File: src/rtl/square_drawer_if.sv
// Square drawer handshake / framebuffer bus.
//   go, loc_done, x_loc, y_loc        : driven by the requester and location picker
//   loc_start                         : location request to the picker
//   pixel_x, pixel_y, pixel_color,
//   pixel_write                       : framebuffer write port
//   busy, done                        : drawer status
// The master modport is the environment side; the slave modport is the drawer.
interface square_drawer_if;
  logic        go;
  logic        loc_start;
  logic        loc_done;
  logic [10:0] x_loc;
  logic [10:0] y_loc;
  logic [10:0] pixel_x;
  logic [10:0] pixel_y;
  logic        pixel_color;
  logic        pixel_write;
  logic        busy;
  logic        done;

  modport master (
    output go, loc_done, x_loc, y_loc,
    input  loc_start, pixel_x, pixel_y, pixel_color, pixel_write, busy, done
  );

  modport slave (
    input  go, loc_done, x_loc, y_loc,
    output loc_start, pixel_x, pixel_y, pixel_color, pixel_write, busy, done
  );
endinterface

File: src/rtl/square_drawer.sv
// Square drawer: on go, fetches a new top-left location from a location
// picker over a four-phase handshake, erases the previously drawn square (if
// any) and draws a SIZE x SIZE square at the new location, one pixel per
// cycle, clipping writes that fall off the visible screen.
// Ports:
//   clk    : clock, rising edge
//   reset  : asynchronous active-low reset
//   bus    : square_drawer_if.slave (request, picker handshake, pixel port, status)
module square_drawer #(
  parameter int unsigned SIZE     = 16,
  parameter int unsigned SCREEN_W = 640,
  parameter int unsigned SCREEN_H = 480
) (
  input  logic            clk,
  input  logic            reset,
  square_drawer_if.slave  bus
);

  localparam int unsigned COORD_W = 11;
  localparam int unsigned CNT_W   = (SIZE > 1) ? $clog2(SIZE) : 1;
  localparam logic [CNT_W-1:0]   CNT_LAST = CNT_W'(SIZE - 1);
  localparam logic [COORD_W:0]   SCR_W    = (COORD_W + 1)'(SCREEN_W);
  localparam logic [COORD_W:0]   SCR_H    = (COORD_W + 1)'(SCREEN_H);

  typedef enum logic [2:0] {
    S_IDLE,
    S_REQ,
    S_REL,
    S_ERASE,
    S_DRAW,
    S_FIN
  } state_t;

  state_t             r_state;
  logic [CNT_W-1:0]   r_cx;
  logic [CNT_W-1:0]   r_cy;
  logic [COORD_W-1:0] r_new_x;
  logic [COORD_W-1:0] r_new_y;
  logic [COORD_W-1:0] r_prev_x;
  logic [COORD_W-1:0] r_prev_y;
  logic               r_have_prev;

  logic               r_loc_start;
  logic [COORD_W-1:0] r_pixel_x;
  logic [COORD_W-1:0] r_pixel_y;
  logic               r_pixel_color;
  logic               r_pixel_write;
  logic               r_busy;
  logic               r_done;

  logic               w_sweep;
  logic               w_last;
  logic [CNT_W-1:0]   w_cx_nxt;
  logic [CNT_W-1:0]   w_cy_nxt;
  logic               w_restart;
  logic               w_use_prev;
  logic [CNT_W-1:0]   w_off_x;
  logic [CNT_W-1:0]   w_off_y;
  logic [COORD_W-1:0] w_pix_x;
  logic [COORD_W-1:0] w_pix_y;
  logic               w_pix_on;

  // Sweep counter advance: cx inner loop, cy outer loop.
  assign w_sweep  = (r_state == S_ERASE) || (r_state == S_DRAW);
  assign w_last   = (r_cx == CNT_LAST) && (r_cy == CNT_LAST);
  assign w_cx_nxt = (r_cx == CNT_LAST) ? '0 : r_cx + CNT_W'(1);
  assign w_cy_nxt = (r_cx == CNT_LAST) ? r_cy + CNT_W'(1) : r_cy;

  // Next pixel to present: the first pixel of a sweep when entering one
  // (from REL, or ERASE rolling into DRAW), otherwise the advanced counters.
  assign w_restart  = !w_sweep || w_last;
  assign w_use_prev = (r_state == S_REL) ? r_have_prev
                                         : ((r_state == S_ERASE) && !w_last);
  assign w_off_x    = w_restart ? '0 : w_cx_nxt;
  assign w_off_y    = w_restart ? '0 : w_cy_nxt;
  assign w_pix_x    = (w_use_prev ? r_prev_x : r_new_x) + COORD_W'(w_off_x);
  assign w_pix_y    = (w_use_prev ? r_prev_y : r_new_y) + COORD_W'(w_off_y);

  // Off-screen pixels still take their sweep cycle but do not write.
  assign w_pix_on   = ({1'b0, w_pix_x} < SCR_W) && ({1'b0, w_pix_y} < SCR_H);

  // Control FSM with registered outputs.
  always_ff @(posedge clk or negedge reset) begin
    if (!reset) begin
      r_state       <= S_IDLE;
      r_cx          <= '0;
      r_cy          <= '0;
      r_new_x       <= '0;
      r_new_y       <= '0;
      r_prev_x      <= '0;
      r_prev_y      <= '0;
      r_have_prev   <= 1'b0;
      r_loc_start   <= 1'b0;
      r_pixel_x     <= '0;
      r_pixel_y     <= '0;
      r_pixel_color <= 1'b0;
      r_pixel_write <= 1'b0;
      r_busy        <= 1'b0;
      r_done        <= 1'b0;
    end else begin
      r_pixel_write <= 1'b0;
      r_done        <= 1'b0;
      case (r_state)
        S_IDLE: begin
          if (bus.go) begin
            r_state     <= S_REQ;
            r_loc_start <= 1'b1;
            r_busy      <= 1'b1;
          end
        end
        S_REQ: begin
          if (bus.loc_done) begin
            r_new_x     <= bus.x_loc;
            r_new_y     <= bus.y_loc;
            r_loc_start <= 1'b0;
            r_state     <= S_REL;
          end
        end
        S_REL: begin
          // Wait for the picker to drop its acknowledge before sweeping.
          if (!bus.loc_done) begin
            r_state       <= r_have_prev ? S_ERASE : S_DRAW;
            r_cx          <= '0;
            r_cy          <= '0;
            r_pixel_x     <= w_pix_x;
            r_pixel_y     <= w_pix_y;
            r_pixel_color <= !r_have_prev;
            r_pixel_write <= w_pix_on;
          end
        end
        S_ERASE: begin
          r_pixel_x     <= w_pix_x;
          r_pixel_y     <= w_pix_y;
          r_pixel_write <= w_pix_on;
          if (w_last) begin
            r_state       <= S_DRAW;
            r_cx          <= '0;
            r_cy          <= '0;
            r_pixel_color <= 1'b1;
          end else begin
            r_cx          <= w_cx_nxt;
            r_cy          <= w_cy_nxt;
            r_pixel_color <= 1'b0;
          end
        end
        S_DRAW: begin
          if (w_last) begin
            r_state     <= S_FIN;
            r_cx        <= '0;
            r_cy        <= '0;
            r_prev_x    <= r_new_x;
            r_prev_y    <= r_new_y;
            r_have_prev <= 1'b1;
            r_done      <= 1'b1;
          end else begin
            r_cx          <= w_cx_nxt;
            r_cy          <= w_cy_nxt;
            r_pixel_x     <= w_pix_x;
            r_pixel_y     <= w_pix_y;
            r_pixel_color <= 1'b1;
            r_pixel_write <= w_pix_on;
          end
        end
        S_FIN: begin
          r_state <= S_IDLE;
          r_busy  <= 1'b0;
        end
        default: begin
          r_state     <= S_IDLE;
          r_loc_start <= 1'b0;
          r_busy      <= 1'b0;
        end
      endcase
    end
  end

  assign bus.loc_start   = r_loc_start;
  assign bus.pixel_x     = r_pixel_x;
  assign bus.pixel_y     = r_pixel_y;
  assign bus.pixel_color = r_pixel_color;
  assign bus.pixel_write = r_pixel_write;
  assign bus.busy        = r_busy;
  assign bus.done        = r_done;

endmodule

File: src/flat_wrapper.sv
// flat-port wrapper written by rule: the top's interface ports become plain ports
module square_drawer_flat 
#(
  parameter int unsigned SIZE     = 16,
  parameter int unsigned SCREEN_W = 640,
  parameter int unsigned SCREEN_H = 480
)
  (clk, reset, bus_go, bus_loc_done, bus_x_loc, bus_y_loc, bus_loc_start, bus_pixel_x, bus_pixel_y, bus_pixel_color, bus_pixel_write, bus_busy, bus_done);
  square_drawer_if bus_i ();
  input  logic clk;
  input  logic reset;
  input wire logic [$bits(bus_i.go)-1:0] bus_go;
  input wire logic [$bits(bus_i.loc_done)-1:0] bus_loc_done;
  input wire logic [$bits(bus_i.x_loc)-1:0] bus_x_loc;
  input wire logic [$bits(bus_i.y_loc)-1:0] bus_y_loc;
  output wire logic [$bits(bus_i.loc_start)-1:0] bus_loc_start;
  output wire logic [$bits(bus_i.pixel_x)-1:0] bus_pixel_x;
  output wire logic [$bits(bus_i.pixel_y)-1:0] bus_pixel_y;
  output wire logic [$bits(bus_i.pixel_color)-1:0] bus_pixel_color;
  output wire logic [$bits(bus_i.pixel_write)-1:0] bus_pixel_write;
  output wire logic [$bits(bus_i.busy)-1:0] bus_busy;
  output wire logic [$bits(bus_i.done)-1:0] bus_done;
  assign bus_i.go = bus_go;
  assign bus_i.loc_done = bus_loc_done;
  assign bus_i.x_loc = bus_x_loc;
  assign bus_i.y_loc = bus_y_loc;
  assign bus_loc_start = bus_i.loc_start;
  assign bus_pixel_x = bus_i.pixel_x;
  assign bus_pixel_y = bus_i.pixel_y;
  assign bus_pixel_color = bus_i.pixel_color;
  assign bus_pixel_write = bus_i.pixel_write;
  assign bus_busy = bus_i.busy;
  assign bus_done = bus_i.done;
  square_drawer #(.SIZE(SIZE), .SCREEN_W(SCREEN_W), .SCREEN_H(SCREEN_H)) u_core (.clk(clk), .reset(reset), .bus(bus_i));
endmodule
File: config.mk
export PLATFORM = sky130hd
export DESIGN_NAME = square_drawer_flat
export DESIGN_NICKNAME = d
export VERILOG_FILES = /design/src/rtl/square_drawer_if.sv /design/src/rtl/square_drawer.sv /design/src/flat_wrapper.sv
export SDC_FILE = /design/constraint.sdc
export NUM_CORES = 1
export LEC_CHECK = 0
export CAP_MARGIN = 20
export CORE_MARGIN = 5
export CORE_UTILIZATION = 31
export CTS_BUF_LIST = sky130_fd_sc_hd__clkbuf_8
export DETAILED_ROUTE_END_ITERATION = 12
export PLACE_DENSITY = 0.56
export SLEW_MARGIN = 20
export SYNTH_ARGS = -nofsm -noshare
export SYNTH_HDL_FRONTEND = slang
export SYNTH_SLANG_ARGS = --single-unit
export TNS_END_PERCENT = 20
File: constraint.sdc
create_clock -name clk -period 5.1 [get_ports clk]
set_clock_uncertainty 0.2 [all_clocks]
set_input_delay 1.02 -clock clk [delete_from_list [all_inputs] [get_ports clk]]
set_output_delay 1.02 -clock clk [all_outputs]
set_load 0.005 [all_outputs]
Word-level counts from Yosys, hierarchy flattened
Cells that the tools add are included.
{ "word_totals": {"register_bits": 83, "inputBits": 26, "output_inout_bits": 27, "elab_cells": 94} }
{ "op_classes": {"mux": 37, "n_lt_le_gt_ge": 2, "n_bitwise": 2, "add_sub_neg": 4, "reduce_logical": 21, "n_eq_ne": 13} }
{ "ops": {"columns": ["cell", "count"], "rows": [
  ["11-bit two-way mux", 6],
  ["11-bit case mux with 3 select lines", 2],
  ["4-bit two-way mux", 7],
  ["11-bit by 4-bit adder with 11-bit output", 2],
  ["3-bit two-way mux", 6],
  ["4-bit case mux with 2 select lines", 2],
  ["3-bit case mux with 5 select lines", 1],
  ["11-bit by 10-bit less-than comparator with 1-bit output, second input constant", 1],
  ["11-bit by 9-bit less-than comparator with 1-bit output, second input constant", 1],
  ["1-bit two-way mux", 9],
  ["1-bit case mux with 3 select lines", 3],
  ["4-bit by 1-bit adder with 4-bit output, second input constant", 2],
  ["4-bit equality test, second input constant", 2],
  ["2-bit inequality test, second input constant", 4],
  ["2-bit AND reduction", 4],
  ["4-bit OR reduction", 2],
  ["3-bit by 2-bit equality test with 1-bit output, second input constant", 2],
  ["3-bit equality test, second input constant", 2],
  ["3-bit AND reduction", 2],
  ["5-bit AND reduction", 1],
  ["2-bit by 1-bit inequality test with 1-bit output, second input constant", 2],
  ["3-bit by 1-bit equality test with 1-bit output, second input constant", 1],
  ["1-bit logical AND", 3],
  ["1-bit zero test", 3],
  ["other kinds (7)", 9]
]} }

Longest topological paths before layout
{ "logic_depth": {"ltp_word": 11, "ltp_mapped": 17, "depth_no_buf": 15} }

Least setup slack after synthesis
No wires, ideal clock.
{ "synth_timing": {"path_type": "register -> register", "from": "register u_core.r_cx[0]", "to": "register u_core.r_pixel_write (netlist: u_core.bus.pixel_write)", "path_stages_with_launch": 18, "t_arrival_ps": 3370, "setup_slack_ps": 1410, "synth_period_minus_slack_ps": 3690, "n_path_buf": 3, "t_required_ps": 4780, "setup_ps": 120, "path_cell_list": "dfrtp_1 > ha_1 > nand4_1 > o221a_4 > buf_4 > buf_4 > buf_2 > mux2_2 > ha_1 > inv_1 > fa_1 > nand2b_1 > a21oi_1 > nand3_1 > xor2_1 > o22ai_1 > nand3_1 > and4_1"} }
{ "synth_via": {"elab_chain_len": 11, "elab_cells_between_ends": 21, "classes_between": "add/sub: 3; order compare: 2; eq/ne: 1; mux: 10; reduce/logical: 5"} }
{ "synth_lines": {"columns": ["element", "line", "rtl"], "rows": [
  ["start, declared", "square_drawer.sv:35", "logic [CNT_W-1:0] r_cx;"],
  ["start signal, assigned", "square_drawer.sv:141", "r_cx <= w_cx_nxt;"],
  ["start signal, assigned", "square_drawer.sv:156", "r_cx <= w_cx_nxt;"],
  ["branches (longest 10 deep; another with 11-bit by 4-bit adder with 11-bit output)", null, null],
  ["1-bit case mux with 3 select lines *", "square_drawer.sv:103", "case (r_state)"],
  ["end signal, assigned", "square_drawer.sv:128", "r_pixel_write <= w_pix_on;"],
  ["end signal, assigned", "square_drawer.sv:134", "r_pixel_write <= w_pix_on;"],
  ["end signal, assigned", "square_drawer.sv:161", "r_pixel_write <= w_pix_on;"],
  ["end, declared", "square_drawer.sv:47", "logic r_pixel_write;"]
]} }
Every way passes the cells marked *.
A chain may end at the register's enable or synchronous reset.

Worst setup path in the final report
Same ends and word-level chain as after synthesis.

==> results.json <==
{
  "status": "complete, no violations",
  "cp.arrival_ns": 3.91,
  "drv_cap": 0,
  "grt_pass1_wl_um": 15600,
  "drt-pass1-iter-count": 4,
  "gp_congestion": 0.866,
  "yosys_warnings": 0,
  "die_area_sq_um": 16500,
  "r2r_setup_slack_ns": 1.24,
  "routedWlPerCell_um": 14.6,
  "chipHeight_um": 128,
  "power.density_nw_per_um2": 233,
  "r2r_start": "u_core.r_cx[0]",
  "synthFlopType": "dfrtp_1",
  "vias_per_cell": 4.80,
  "yosysTopAreaCell": "dfrtp_1",
  "ys_ff_latch": 83,
  "wl_um": 9340,
  "clk_path_buf_depth": 2,
  "synth_cells": 403,
  "max_freq_mhz": 259,
  "via_count": 3065,
  "fillers": 1334,
  "layout.cells.non_filler": 638,
  "avgSynthCellArea_sq_um": 10.8,
  "synth_edf_count": 0,
  "hold_violations": 0,
  "numPortBuffers": 52,
  "intPower_mw": 0.975,
  "clock-sinks": 83,
  "ctsResizeCount": 0,
  "place_hpwl_um": 6750,
  "ys_seq_area_frac": 0.477,
  "track_usage": 0.119,
  "synthTopCellsByArea": "dfrtp_1, mux2_2, nand2_1",
  "ys_types": 41,
  "synthToLayoutAreaGrowth_pct": 20.9,
  "cts_setup_buffers": 0,
  "place_inst": 622,
  "min_from": "u_core.bus.pixel_y[5]",
  "grt-ovfl-total": 0,
  "drc_errors": 0,
  "power_switching_mw": 0.253,
  "grt_max_degree": 84,
  "swShare": 0.206,
  "yosys-top-cells-count": "dfrtp_1, mux2_2, nand2_1",
  "path_class": "reg2reg",
  "io_pins": 53,
  "die_x_um": 128,
  "core-area_sq_um": 13800,
  "final_max_slew_viol_count": 0,
  "netlist_area_sq_um": 4350,
  "place_ws_ns": 1.27,
  "reg2reg_depth": 14,
  "slew_headroom": 0.338,
  "fin_ws_ns": 1.24,
  "setup-tns-final_ns": 0,
  "htree_levels": 3,
  "endpoint_kind": "flip-flop",
  "rsz0062_at_grt": "false",
  "worstPathMaxFanout": 29,
  "min_path_cells": 2,
  "numCtsBuffers": 9,
  "worstMarginPinSlew_ns": 0.988,
  "yosysMostFrequentCell": "dfrtp_1",
  "clk_pin_slew_worst_paths_ns": 0.08,
  "power_frac_seq": 0.536,
  "p_comb_frac": 0.026,
  "r2r-end": "u_core.bus.pixel_write",
  "synth_top_area_share": 0.477,
  "antenna_found_initial": 0,
  "layout_min_cycle_time_ns": 3.86,
  "setup_viol": 0,
  "num_rows": 43,
  "grt_pass1_vias": 3121,
  "first_iter_violations": 226,
  "hold_path_class": "reg2reg",
  "initial_utilization": 0.315,
  "pwr-share-clk": 0.438,
  "nets": 491,
  "period_share": 0.757,
  "crit_required_ns": 5.15,
  "cts_hold_buf": 0,
  "root_buffer": "clkbuf_8",
  "postRouteAntennaNets": 0,
  "synthesis.nets": 441,
  "antenna_cells": 0,
  "critPathLaunchType": "flip-flop",
  "clk_latency_ns": 0.36,
  "drive_gt1_frac": 0.177,
  "peakVddDrop_uv": 106,
  "cts_tree": "built",
  "synthArstFlopShare": 1.00,
  "power_leakage_nw": 2.35,
  "holdPathEnd": "u_core.bus.pixel_y[5]"
}
[final cells by class]
class	count	area, sq um	share of cell area
inverters	10	37.5	0.00713
repair buffers	54	537	0.102
flip-flops and latches	83	2080	0.395
well taps	180	225	0.0428
clock inverters	5	76.3	0.0145
multi-input cells	295	2160	0.410
clock buffers	11	151	0.0288
[layout by cell type (no fill, tap or decap), types with 12 or more instances in the layout]
cell type / Yosys / routed
a21o_1: 12 / 12
a21oi_1: 21 / 21
clkdlybuf4s50_1: 0 / 51
dfrtp_1: 83 / 83
mux2_2: 53 / 53
mux2i_1: 12 / 12
nand2_1: 51 / 51
nor2_1: 25 / 25
o21ai_0: 19 / 19
xnor2_1: 13 / 13
xor2_1: 18 / 18
[metrics by stage]
step                      hold slack, ns  utilization  power [mW]  instance area (sq um)
final                              0.272        0.381        1.23                   5260
after global routing               0.289        0.381        1.28                   5260
after CTS                          0.278        0.380        1.25                   5260
after global placement             0.255        0.364       0.704                   5030
after floorplan                    0.263            -       0.672                   4350
after detailed placement           0.258        0.364       0.704                   5030
[metal layers]
layer,global-route usage,routed length [um],vias to the layer above
li1,-,-,1499
met1,0.150,4240,1492
met2,0.189,4440,52
met3,0.0332,373,22
met4,0.0574,287,0
met5,0,0,-
[worst max-delay path, stage by stage (launching register included)]
cell and delay [ns]:
dfrtp_1 0.43, ha_1 0.27, nand4_1 0.12, o221a_4 0.49, mux2_2 0.39, ha_1 0.21
inv_1 0.07, fa_1 0.20, nor2b_1 0.05, o21ai_0 0.50, a21boi_0 0.23, xnor2_1 0.16
mux2i_1 0.17, o21ai_0 0.10, and4_1 0.16
[kinds of logic after synthesis]
| kind of cell | Yosys count | share of synthesized area |
|---|---|---|
| xor+xnor | 31 | 0.0624 |
| buf+inv | 25 | 0.0282 |
| compound gates | 64 | 0.0900 |
| mux | 67 | 0.170 |
| fa+ha+maj | 12 | 0.0379 |
| flops | 83 | 0.477 |
| simple gates | 121 | 0.134 |
[worst max-delay path by stage]
| stage | start | endpoint | cells after the start |
|---|---|---|---|
| 2_1_floorplan | u_core.r_cx[0] | u_core.bus.pixel_write | 17 |
| 3_3_place_gp | u_core.r_cx[0] | u_core.bus.pixel_write | 14 |
| 3_5_place_dp | u_core.r_cx[0] | u_core.bus.pixel_write | 14 |
| 4_1_cts | u_core.r_cx[0] | u_core.bus.pixel_write | 14 |
| 5_1_grt | u_core.r_state[0] | u_core.bus.pixel_write | 15 |
| 6_report | u_core.r_cx[0] | u_core.bus.pixel_write | 14 |
[state kept, by name (all words and copies together) (netlist names), 3 cells and up]
signal,flops
u_core.r_cx,4
u_core.r_state,3
u_core.r_new_x,11
u_core.bus.pixel_y,11
u_core.r_prev_x,11
u_core.r_cy,4
u_core.bus.pixel_x,11
u_core.r_prev_y,11
u_core.r_new_y,11
[power by group through the flow]
stage                     Sequential, mW  Clock, mW  Combinational (mW)
after floorplan                    0.671          0            0.000857
after global placement             0.671          0              0.0333
after detailed placement           0.671          0              0.0337
after CTS                          0.657      0.557              0.0338
after global routing               0.658      0.590              0.0368
final                              0.657      0.538              0.0325
(Power assumes the default switching activity.)
